**config.mk**
```make
export PLATFORM = sky130hd
export DESIGN_NAME = mem_access_ctrl
export DESIGN_NICKNAME = d
export VERILOG_FILES = /design/src/rtl/mem_access_ctrl.sv
export SDC_FILE = /design/constraint.sdc
export NUM_CORES = 1
export LEC_CHECK = 0
export BUFFER_PORTS_ARGS = -buffer_cell sky130_fd_sc_hd__buf_4
export CAP_MARGIN = 10
export CORE_MARGIN = 2
export CORE_UTILIZATION = 50
export CTS_CLUSTER_DIAMETER = 200
export DETAILED_ROUTE_END_ITERATION = 10
export MAX_ROUTING_LAYER = met4
export PLACE_DENSITY = 0.95
export RECOVER_POWER = 25
export SLEW_MARGIN = 20
export SYNTH_ARGS = -nofsm -noshare
export SYNTH_HDL_FRONTEND = slang
export SYNTH_SLANG_ARGS = --single-unit
```
**constraint.sdc**
```tcl
create_clock -name clk -period 3.88 [get_ports clk]
set_input_delay 0.388 -clock clk [delete_from_list [all_inputs] [get_ports clk]]
set_output_delay 0.388 -clock clk [all_outputs]
set_load 0.02 [all_outputs]
```
**src/rtl/mem_access_ctrl.sv**
```systemverilog
// Command-to-RAM access controller: valid/ready command in, single-beat
// RAM strobe, registered response held until the upstream consumes it.
module mem_access_ctrl #(
    parameter int DEPTH = 32,
    parameter int AW    = 12
) (
    input  logic          clk,
    input  logic          rst,
    input  logic          cmd_valid,
    output logic          cmd_ready,
    input  logic          cmd_write,
    input  logic [AW-1:0] cmd_addr,
    input  logic [7:0]    cmd_wdata,
    output logic          rsp_valid,
    input  logic          rsp_ready,
    output logic [7:0]    rsp_data,
    output logic          rsp_error,
    output logic          request_ram,
    output logic          mem_control,
    output logic [AW-1:0] mem_addr,
    output logic [7:0]    mem_data_in,
    input  logic [7:0]    mem_data_out
);

    typedef enum logic [1:0] {
        S_IDLE,
        S_ISSUE,
        S_WAIT,
        S_RESP
    } state_t;

    // one extra bit so DEPTH == 2**AW still compares correctly
    localparam logic [AW:0] LP_DEPTH = (AW+1)'(DEPTH);

    state_t        r_state;
    state_t        w_next;
    logic          r_write;
    logic          r_request_ram;
    logic          r_mem_control;
    logic [AW-1:0] r_mem_addr;
    logic [7:0]    r_mem_data_in;
    logic          r_rsp_valid;
    logic [7:0]    r_rsp_data;
    logic          r_rsp_error;

    logic          w_write;
    logic          w_request_ram;
    logic          w_mem_control;
    logic [AW-1:0] w_mem_addr;
    logic [7:0]    w_mem_data_in;
    logic          w_rsp_valid;
    logic [7:0]    w_rsp_data;
    logic          w_rsp_error;
    logic          w_in_range;

    assign w_in_range = ({1'b0, cmd_addr} < LP_DEPTH);

    assign cmd_ready   = (r_state == S_IDLE) && !rst;
    assign request_ram = r_request_ram;
    assign mem_control = r_mem_control;
    assign mem_addr    = r_mem_addr;
    assign mem_data_in = r_mem_data_in;
    assign rsp_valid   = r_rsp_valid;
    assign rsp_data    = r_rsp_data;
    assign rsp_error   = r_rsp_error;

    always_comb begin
        w_next        = r_state;
        w_write       = r_write;
        w_request_ram = 1'b0;
        w_mem_control = 1'b0;
        w_mem_addr    = r_mem_addr;
        w_mem_data_in = r_mem_data_in;
        w_rsp_valid   = r_rsp_valid;
        w_rsp_data    = r_rsp_data;
        w_rsp_error   = r_rsp_error;
        unique case (r_state)
            S_IDLE: begin
                if (cmd_valid) begin
                    w_write = cmd_write;
                    if (w_in_range) begin
                        w_next        = S_ISSUE;
                        w_request_ram = 1'b1;
                        w_mem_control = ~cmd_write;
                        w_mem_addr    = cmd_addr;
                        w_mem_data_in = cmd_wdata;
                    end else begin
                        w_next      = S_RESP;
                        w_rsp_valid = 1'b1;
                        w_rsp_data  = 8'h00;
                        w_rsp_error = 1'b1;
                    end
                end
            end
            S_ISSUE: begin
                if (r_write) begin
                    w_next      = S_RESP;
                    w_rsp_valid = 1'b1;
                    w_rsp_data  = 8'h00;
                    w_rsp_error = 1'b0;
                end else begin
                    w_next = S_WAIT;
                end
            end
            S_WAIT: begin
                // RAM read data is valid during this cycle only
                w_next      = S_RESP;
                w_rsp_valid = 1'b1;
                w_rsp_data  = mem_data_out;
                w_rsp_error = 1'b0;
            end
            S_RESP: begin
                if (rsp_ready) begin
                    w_next      = S_IDLE;
                    w_rsp_valid = 1'b0;
                    w_rsp_data  = 8'h00;
                    w_rsp_error = 1'b0;
                end
            end
        endcase
    end

    always_ff @(posedge clk or posedge rst) begin
        if (rst) begin
            r_state       <= S_IDLE;
            r_write       <= 1'b0;
            r_request_ram <= 1'b0;
            r_mem_control <= 1'b0;
            r_mem_addr    <= '0;
            r_mem_data_in <= 8'h00;
            r_rsp_valid   <= 1'b0;
            r_rsp_data    <= 8'h00;
            r_rsp_error   <= 1'b0;
        end else begin
            r_state       <= w_next;
            r_write       <= w_write;
            r_request_ram <= w_request_ram;
            r_mem_control <= w_mem_control;
            r_mem_addr    <= w_mem_addr;
            r_mem_data_in <= w_mem_data_in;
            r_rsp_valid   <= w_rsp_valid;
            r_rsp_data    <= w_rsp_data;
            r_rsp_error   <= w_rsp_error;
        end
    end

endmodule

```
==> impl_metrics.env <==
export IMPL_status="finished, violations left"
export IMPL_violations="capacitance limit, slew limit"
export IMPL_criticalPathCategory="flip-flop to flip-flop"
export IMPL_grt_overflow=0
export IMPL_setup_ws_ns=1.74
export IMPL_critPathRequiredTime_ns=4.10
export IMPL_floorplan_initialDensity_pct=51.1
export IMPL_wl_per_cell_um=13.8
export IMPL_first_pass_iters=4
export IMPL_startpoint_type="flip-flop"
export IMPL_syn_area_um2=1520
export IMPL_synth_seq_cells=35
export IMPL_layout_drive_gt1_share_pct=48.9
export IMPL_die_area_um2=3500
export IMPL_power_mw=1.13
export IMPL_die_w_um=59.1
export IMPL_nFillCells=225
export IMPL_stdcell_count=217
export IMPL_antenna_left=0
export IMPL_leakage_nw=1.16
export IMPL_rsz0062_at_grt="false"
export IMPL_timing_fmax_ghz=0.467
export IMPL_clock_latency_ns=0.33
export IMPL_route_detailed_drc=0
export IMPL_synth_main_ff_cell="dfrtp_1"
export IMPL_use_met2_pct=32.5
export IMPL_io_pins=66
export IMPL_drtIter0Drc=40
export IMPL_post_cts_buffers=0
export IMPL_grt_max_degree=36
export IMPL_clockRootBuffer="clkbuf_4"
export IMPL_cts_buffers=5
export IMPL_whs_ns=0.208
export IMPL_hpwl_um=2320
export IMPL_place_ws_ns=1.51
export IMPL_antenna_found_initial=0
export IMPL_clk_pin_slew_ns=0.10
export IMPL_routed_via_density=4.81
export IMPL_cts_hold_buf=0
export IMPL_cap_violations=1
export IMPL_grt_util_met3_pct=8.30
export IMPL_grtUsageTotal_pct=19.7
export IMPL_globalplace_congestion=0.802
export IMPL_die_h_um=59.1
export IMPL_max_slew_margin_pct=-17.8
export IMPL_arrival_ns=2.36
export IMPL_met1_usage_pct=21.8
export IMPL_ys_types=21
export IMPL_tightest_slew_ns=1.77
export IMPL_htreeDepth=2
export IMPL_placed_cell_area_um2=2030
export IMPL_fin_crit_sh_pct=55.2
export IMPL_powerDensity_nw_per_um2=545
export IMPL_busiest_layer="met2"
export IMPL_cts_resized=0
export IMPL_diodes=0
export IMPL_final_max_slew_viol_count=36
export IMPL_dpl_cell_count=209
export IMPL_area_growth_pct=36.3
export IMPL_vias=1044
export IMPL_final_common_cell="buf_4"
export IMPL_yosysSeqAreaShare_pct=57.6
export IMPL_synth_net_count=152
export IMPL_synth_area_per_cell_um2=13.3
export IMPL_final_cell_mix="buf_4 (64), dfrtp_1 (35), inv_1 (15), mux2_4 (11), nand2_1 (10)"
export IMPL_setup_viol=0
export IMPL_path_max_fanout=10
export IMPL_finalCriticalPeriod_ns=2.14
export IMPL_post_route_cell_area_um2=2070
export IMPL_grt_pass1_wl_um=4700
export IMPL_skew_ns=0.00550
export IMPL_hold_violations=0
export IMPL_critPathCaptureType="flip-flop"
export IMPL_yosysWarningCount=0
export IMPL_cts_tree="built"
export IMPL_core_area_um2=2980
export IMPL_fin_util_pct=69.6
export IMPL_cts_buffer_depth=2
export IMPL_max_vdd_ir_drop_uv=281
export IMPL_syn_inst=114
export IMPL_wl_um=3000
export IMPL_hp_class="input pin to flip-flop"
export IMPL_port_buffers=65
export IMPL_cts_num_sinks=35
export IMPL_async_flop_share_pct=100
export IMPL_synth_edff_count=0
export IMPL_grt_pass1_vias=1038
export IMPL_rows=20
export IMPL_nets=221
export IMPL_setup_tns_ns=0
-- state kept, by name, summed over array words and instances (netlist names) --
register,cells
mem_addr,12
mem_data_in,8
rsp_data,8
r_state,2
mem_control,1
r_write,1
request_ram,1
rsp_error,1
rsp_valid,1
-- Yosys cell counts, types with 2 or more instances --
master / count / area [um^2]
dfrtp_1: 35 / 876
inv_1: 15 / 56.3
mux2_4: 11 / 165
nand2_1: 10 / 37.5
mux2i_1: 8 / 80.1
and2_1: 7 / 43.8
ha_1: 5 / 62.6
mux2_2: 5 / 56.3
nor2_1: 4 / 15.0
buf_6: 2 / 22.5
o22a_1: 2 / 17.5
-- routing by layer --
metal / part of all wire, % / vias up
met2: 49 / 47
met4: 1.3 / 0
met1: 42 / 479
met5: 0 / -
met3: 7.5 / 6
li1: - / 512
-- report_power, final --
part / switching [mW] / internal, mW
clock: 0.111 / 0.0706
combinational: 0.247 / 0.221
sequential: 0.0450 / 0.434
-- critical path, stage by stage, from the launching register on --
cell and delay (ns):
dfrtp_1 0.45, inv_1 0.13, ha_1 0.25, inv_1 0.10, o22ai_1 0.20, a221o_1 0.50, mux2_2 0.40
-- path summary, 6_finish.rpt --
check                                 start  cells past startpoint          end  slack (ns)
worst max-delay path             r_state[0]                      6    rsp_error        1.74
worst min-delay path              cmd_write                      2  mem_control        0.21
worst max register to register   r_state[0]                      6    rsp_error        1.74
worst min register to register  mem_addr[7]                      1  mem_addr[7]        0.50
max in group asynchronous               rst                      3  rsp_data[7]        2.18
min in group asynchronous               rst                      3  mem_addr[8]        0.69
-- cell type report --
cell class | count | area, um^2 | area share, %
timing repair buffer | 66 | 492 | 23.7
inverter | 15 | 56.3 | 2.72
clock buffer | 7 | 45.0 | 2.17
tap | 33 | 41.3 | 1.99
multi-input combinational | 60 | 557 | 26.9
clock inverter | 1 | 5.00 | 0.242
sequential | 35 | 876 | 42.3
-- logic make-up after synthesis --
group | share of synthesized area (%)
AO/OA/AOI/OAI | 3.54
adder cells (fa/ha/maj) | 4.12
buffers and inverters | 5.76
multiplexers | 19.8
flip-flops | 57.6
AND/OR/NAND/NOR | 9.14
(Power assumes the default switching activity.)
